[config.mk]
export PLATFORM = sky130hd
export DESIGN_NAME = inst_fetch_queue
export DESIGN_NICKNAME = d
export VERILOG_FILES = /design/src/rtl/inst_fetch_queue.sv
export SDC_FILE = /design/constraint.sdc
export NUM_CORES = 1
export LEC_CHECK = 0
export CORE_UTILIZATION = 40
export CTS_BUF_LIST = sky130_fd_sc_hd__clkbuf_4
export CTS_CLUSTER_DIAMETER = 100
export DETAILED_ROUTE_END_ITERATION = 16
export GPL_ROUTABILITY_DRIVEN = 0
export PLACE_DENSITY = 0.65
export SYNTH_ARGS = -nofsm -noshare
export SYNTH_HDL_FRONTEND = slang
export SYNTH_SLANG_ARGS = --single-unit
[constraint.sdc]
create_clock -name clk -period 3.1 [get_ports clk]
set_input_delay 0.31 -clock clk [delete_from_list [all_inputs] [get_ports clk]]
set_output_delay 0.31 -clock clk [all_outputs]
set_load 0.005 [all_outputs]
[src/rtl/inst_fetch_queue.sv]
// Prefetching fetch unit: DEPTH-entry queue between instruction memory and ID; ack in cycle N shows at ID in N+1, no bypass.
// Fetch keeps running while ID stalls until the queue fills (refill allowed on a same-cycle pop); a redirect flushes in one cycle.
module inst_fetch_queue #(
  parameter int                    ADDR_WIDTH = 32,
  parameter int                    DATA_WIDTH = 32,
  parameter int                    DEPTH      = 4,
  parameter logic [ADDR_WIDTH-1:0] RESET_PC   = '0,
  parameter int                    PC_STEP    = 4
) (
  input  logic                         clk,
  input  logic                         rst,
  input  logic                         redirect,
  input  logic [ADDR_WIDTH-1:0]        redirect_addr,
  output logic                         inst_ren,
  output logic [ADDR_WIDTH-1:0]        inst_addr,
  input  logic [DATA_WIDTH-1:0]        inst_data,
  input  logic                         inst_ack,
  output logic                         out_valid,
  input  logic                         out_ready,
  output logic [ADDR_WIDTH-1:0]        out_addr,
  output logic [ADDR_WIDTH-1:0]        out_addr_next,
  output logic [DATA_WIDTH-1:0]        out_data,
  output logic [$clog2(DEPTH+1)-1:0]   count,
  output logic                         full,
  output logic                         empty
);

  localparam int PTR_W = $clog2(DEPTH);
  localparam int CNT_W = $clog2(DEPTH + 1);
  localparam logic [ADDR_WIDTH-1:0] STEP       = ADDR_WIDTH'(PC_STEP);
  localparam logic [ADDR_WIDTH-1:0] ALIGN_MASK = ~ADDR_WIDTH'(PC_STEP - 1);

  logic [ADDR_WIDTH-1:0] fetch_pc_q, fetch_pc_d;
  logic [PTR_W-1:0]      rd_ptr_q, rd_ptr_d;
  logic [PTR_W-1:0]      wr_ptr_q, wr_ptr_d;
  logic [CNT_W-1:0]      count_q, count_d;

  logic [ADDR_WIDTH-1:0] pc_mem_q   [DEPTH];
  logic [DATA_WIDTH-1:0] data_mem_q [DEPTH];

  logic push;
  logic pop;

  always_comb begin
    empty     = (count_q == '0);
    full      = (count_q == CNT_W'(DEPTH));
    out_valid = ~empty & ~redirect & ~rst;
    pop       = out_valid & out_ready;
    inst_ren  = ~rst & ~redirect & (~full | pop);
    push      = inst_ren & inst_ack;

    fetch_pc_d = fetch_pc_q;
    rd_ptr_d   = rd_ptr_q;
    wr_ptr_d   = wr_ptr_q;
    count_d    = count_q;

    // Redirect wins over any push/pop; push and pop are already masked by it.
    if (redirect) begin
      fetch_pc_d = redirect_addr & ALIGN_MASK;
      rd_ptr_d   = '0;
      wr_ptr_d   = '0;
      count_d    = '0;
    end else begin
      if (push) begin
        wr_ptr_d   = wr_ptr_q + PTR_W'(1);
        fetch_pc_d = fetch_pc_q + STEP;
      end
      if (pop) begin
        rd_ptr_d = rd_ptr_q + PTR_W'(1);
      end
      case ({push, pop})
        2'b10:   count_d = count_q + CNT_W'(1);
        2'b01:   count_d = count_q - CNT_W'(1);
        default: count_d = count_q;
      endcase
    end
  end

  always_ff @(posedge clk) begin
    if (rst) begin
      fetch_pc_q <= RESET_PC;
      rd_ptr_q   <= '0;
      wr_ptr_q   <= '0;
      count_q    <= '0;
    end else begin
      fetch_pc_q <= fetch_pc_d;
      rd_ptr_q   <= rd_ptr_d;
      wr_ptr_q   <= wr_ptr_d;
      count_q    <= count_d;
    end
  end

  // Entry storage carries no reset; validity is tracked by count_q alone.
  always_ff @(posedge clk) begin
    if (push) begin
      pc_mem_q[wr_ptr_q]   <= fetch_pc_q;
      data_mem_q[wr_ptr_q] <= inst_data;
    end
  end

  assign inst_addr     = fetch_pc_q;
  assign out_addr      = pc_mem_q[rd_ptr_q];
  assign out_addr_next = pc_mem_q[rd_ptr_q] + STEP;
  assign out_data      = data_mem_q[rd_ptr_q];
  assign count         = count_q;

endmodule

==> summary.md <==
| Metric | Value |
|---|---|
| Vias | `approximately 7.8k` |
| Reg clk slew, reported paths | `about 0.060 ns` |
| Fraction of power spent switching nets | `between 20% and 30%` |
| Number of buffers on the longest clock path | `3` |
| H-tree levels | `3` |
| Gr usage total | `around a fifth` |
| Via count of the first global-routing pass | `about 8k` |
| Total Routed Length | `around 29 mm` |
| Synth warn | `0` |
| Compound-cell area share of the yosys netlist | `around 3.8%` |
| PnR worst setup slack | `approximately 0.014 ns` |
| Drt via density | `~5.3` |
| Worst setup path category | `register to output port` |
| Simple logic cell fraction of the synthesized area | `around 8.5%` |
| Transition time at the pin with the least slew margin | `between 1 and 1.5 ns` |
| Number of DRC markers in iteration 0 | `between 400 and 500` |
| Minimum hold slack | `0.2014 ns` |
| Combinational family with the most area after synthesis | `multiplexers` |
| Post-DRT Antenna Nets | `0` |
| Largest net degree at the start of global routing | `between 60 and 70` |
| Final-layout setup total negative slack | `0 ns` |
| Parity-gate share of the synthesized area counting xor and xnor cells | `2.416%` |
| Share of cells above drive strength 1 | `30.63%` |
| Boundary Pins | `about 200` |
| Max Slew Vio Count | `0` |
| Crit path required time | `2.79 ns` |
| Total congestion overflow after global routing | `0` |
| Remaining max-slew budget at the tightest pin | `between 30% and 40%` |
| Post-Syn Instances | `~720` |
| Clock latency on the worst-skew pair | `0.68 ns` |
| Largest vdd supply drop | `191.7 uV` |
| Proportion of netlist area held by the largest area contributor | `a little over 60%` |
| Drt pass-1 iters | `5` |
| Row count | `between 60 and 70` |
| Final cell utilization of the core | `a little over half` |
| Num Clock Sinks | `287` |
| Final period demand of the worst path | `a little over 3 ns` |
| Endpoints failing hold | `0` |
| Share of synthesized cell area in full adder, half adder and majority cells | `0.8994%` |
| Core area | `~29,000 sq um` |
| Synthesis-to-layout area growth | `33.71%` |
| Per-instance average area after synthesis | `around 17 sq um` |
| Data arrival at the endpoint of the critical path | `around 2.8 ns` |
| Vertical die dimension | `between 150 and 200 um` |
| Library cell with the largest summed area after synthesis | `sky130_fd_sc_hd__edfxtp_1` |
| Worst Clk Skew | `about 0.045 ns` |
| Net Switching | `about 1.7 mW` |
| Die outline width | `about 170 um` |
| Max-cap viol count | `0` |
| Most instantiated cells after synthesis | `sky130_fd_sc_hd__edfxtp_1 (248), sky130_fd_sc_hd__nand2_1 (44), sky130_fd_sc_hd__dfxtp_1 (39), sky130_fd_sc_hd__mux4_2 (36), sky130_fd_sc_hd__nor2_1 (33)` |
| Number of input and output port buffers inserted | `between 150 and 200` |
| Placed Cells | `between 1k and 1.5k` |
| Final setup viols | `0` |
| Critical path capture point type | `output port` |
| Post-synth EDFFs | `around 250` |
| DR DRC count | `0` |
| Leading cell types by total area after synthesis | `sky130_fd_sc_hd__edfxtp_1 (62%), sky130_fd_sc_hd__mux4_2 (6.8%), sky130_fd_sc_hd__dfxtp_1 (6.5%), sky130_fd_sc_hd__mux4_1 (5.7%), sky130_fd_sc_hd__xor2_1 (1.4%)` |
| Antenna violations before repair | `1` |
| Top_reg_cell synth | `sky130_fd_sc_hd__edfxtp_1` |
| Sort of element at the start of the critical path | `register` |
| Cell chosen for the clock root | `sky130_fd_sc_hd__clkbuf_4` |
| Mux cell area share after synthesis | `between 10% and 20%` |
| Placed instance area | `between 10,000 and 15,000 sq um` |
| Tightest Hold Check Type | `input port to register` |
| Standby leakage power | `~5.5 nW` |
| Combinational share of power | `5.9%` |
| Outcome | `finished clean` |
| Final Power | `8.219 mW` |
| Average routed wire per standard cell | `approximately 20 um` |
| Number of standard cells in the final layout excluding fillers | `about 1.5k` |
| Power Internal | `between 6 and 7 mW` |
| Register bit total from synthesis | `287` |
| Initial Util | `about two fifths` |
| Total CTS buffers | `76` |
| Synth Cell Area | `around 12,000 sq um` |
| Layout Nets | `around 1.1k` |
| Power density normalized to cell area | `a little over 500 nW/um^2` |
| Clk pwr share | `41.6%` |
| Largest fanout of any net on the critical path | `8` |
| Number of buffers inserted for hold repair after clock tree synthesis | `0` |
| Cell variety after synth | `60` |
| DP Worst Slack | `roughly 0.05 ns` |
| Global-route wire length before repair | `about 45 mm` |
| Ys async rst share | `0%` |
| Area of the die | `30,610 sq um` |
| Crit share post-route | `approximately 100%` |
| Share of total power in sequential cells | `between 50% and 60%` |
| Filler cell count in the final layout | `approximately 2.4k` |
| Dominant cell by count in the synthesized netlist | `sky130_fd_sc_hd__edfxtp_1` |
| Final Instance Area | `about 16,000 sq um` |
| CTS tree | `yes` |
| Setup repair after global routing missed its margin | `yes` |
| Fmax achieved | `324.1 MHz` |
| Sequential cell area fraction in the yosys report | `slightly below 70%` |
| Detailed placer's ending HPWL | `roughly 18 mm` |
-- state kept, by name (all words and copies together) (netlist names), named ones only --
| signal | flops |
|---|---|
| inst_addr | 30 |
| data_mem_q | 128 |
| wr_ptr_q | 2 |
| rd_ptr_q | 2 |
| count | 3 |
| pc_mem_q | 120 |
-- cell type report --
class	count	area, sq um	share of cell area (%)
Sequential cell	287	8233	51.47
Multi-Input combinational cell	377	3601	22.51
Timing Repair Buffer	277	2620	16.38
Clock buffer	118	885.9	5.538
Tap cell	384	480.5	3.004
Clock inverter	10	117.6	0.7352
Inverter	15	56.30	0.3520
Antenna cell	1	2.502	0.01564
-- layout by cell type, fill, tap and decap left out, types with 7 or more instances in the layout --
| cell | instances |
|---|---|
| sky130_fd_sc_hd__a21oi_1 | 17 |
| sky130_fd_sc_hd__a31oi_1 | 24 |
| sky130_fd_sc_hd__and3_1 | 10 |
| sky130_fd_sc_hd__and3_4 | 7 |
| sky130_fd_sc_hd__buf_12 | 9 |
| sky130_fd_sc_hd__buf_2 | 21 |
| sky130_fd_sc_hd__buf_4 | 59 |
| sky130_fd_sc_hd__buf_6 | 13 |
| sky130_fd_sc_hd__clkbuf_4 | 118 |
| sky130_fd_sc_hd__clkdlybuf4s50_1 | 167 |
| sky130_fd_sc_hd__dfxtp_1 | 37 |
| sky130_fd_sc_hd__edfxtp_1 | 248 |
| sky130_fd_sc_hd__inv_1 | 14 |
| sky130_fd_sc_hd__mux4_2 | 56 |
| sky130_fd_sc_hd__nand2_1 | 40 |
| sky130_fd_sc_hd__nand3_1 | 19 |
| sky130_fd_sc_hd__nand4_1 | 11 |
| sky130_fd_sc_hd__nor2_1 | 32 |
| sky130_fd_sc_hd__o21ai_0 | 20 |
| sky130_fd_sc_hd__or3_1 | 8 |
| sky130_fd_sc_hd__xnor2_1 | 10 |
| sky130_fd_sc_hd__xor2_1 | 19 |
-- metal layers --
layer / share of wire, % / vias up / global-route usage [%]
li1: - / 3525 / -
met1: 43 / 3826 / 26.00
met2: 47 / 341 / 31.33
met3: 7.7 / 58 / 4.526
met4: 2.0 / 0 / 6.558
met5: 0 / - / 0
-- worst max-delay path: stages (launching register included) --
cell and delay (ns):
sky130_fd_sc_hd__dfxtp_4 0.40, sky130_fd_sc_hd__buf_12 0.16, sky130_fd_sc_hd__mux4_2 0.35, sky130_fd_sc_hd__and4_4 0.31, sky130_fd_sc_hd__nand3_4 0.15, sky130_fd_sc_hd__buf_6 0.15, sky130_fd_sc_hd__nor4_4 0.26, sky130_fd_sc_hd__xor2_1 0.19
sky130_fd_sc_hd__buf_2 0.14
-- what timing repair did --
action	4_1_cts	5_1_grt
gates resized for setup	155	32
buffers inserted	19	11
cloned	1	0
pin swaps	13	21
endpoints found under the setup margin	32	25
-- power groups by stage --
stage | logic [mW] | clock network [mW] | registers, mW
after global routing | 0.516 | 3.70 | 4.33
final | 0.483 | 3.42 | 4.32
after detailed placement | 0.470 | 0 | 4.40
after CTS | 0.479 | 3.51 | 4.32
after global placement | 0.467 | 0 | 4.40
after floorplan | 0.158 | 0 | 4.38
-- final timing paths --
| path | cells after the start | to | slack [ns] | start |
|---|---|---|---|---|
| setup / recovery | 8 | out_addr_next[26] | 0.01 | register |
| hold / removal | 3 | inst_addr[13]$_SDFFE_PP0P_ | 0.20 | redirect_addr[13] |
| setup reg to reg | 7 | inst_addr[22]$_SDFFE_PP0P_ | 0.66 | inst_addr[2]$_SDFFE_PP0P_ |
| hold reg to reg | 2 | register | 0.55 | rd_ptr_q[1]$_SDFFE_PP0P_ |
-- logic make-up after synthesis --
family,after synthesis
AND/OR/NAND/NOR,187
flip-flops,287
XOR/XNOR,33
AO/OA/AOI/OAI,76
other,1
adder cells (fa/ha/maj),8
multiplexers,67
buffers and inverters,57
Power figures use the tool's default switching activity.
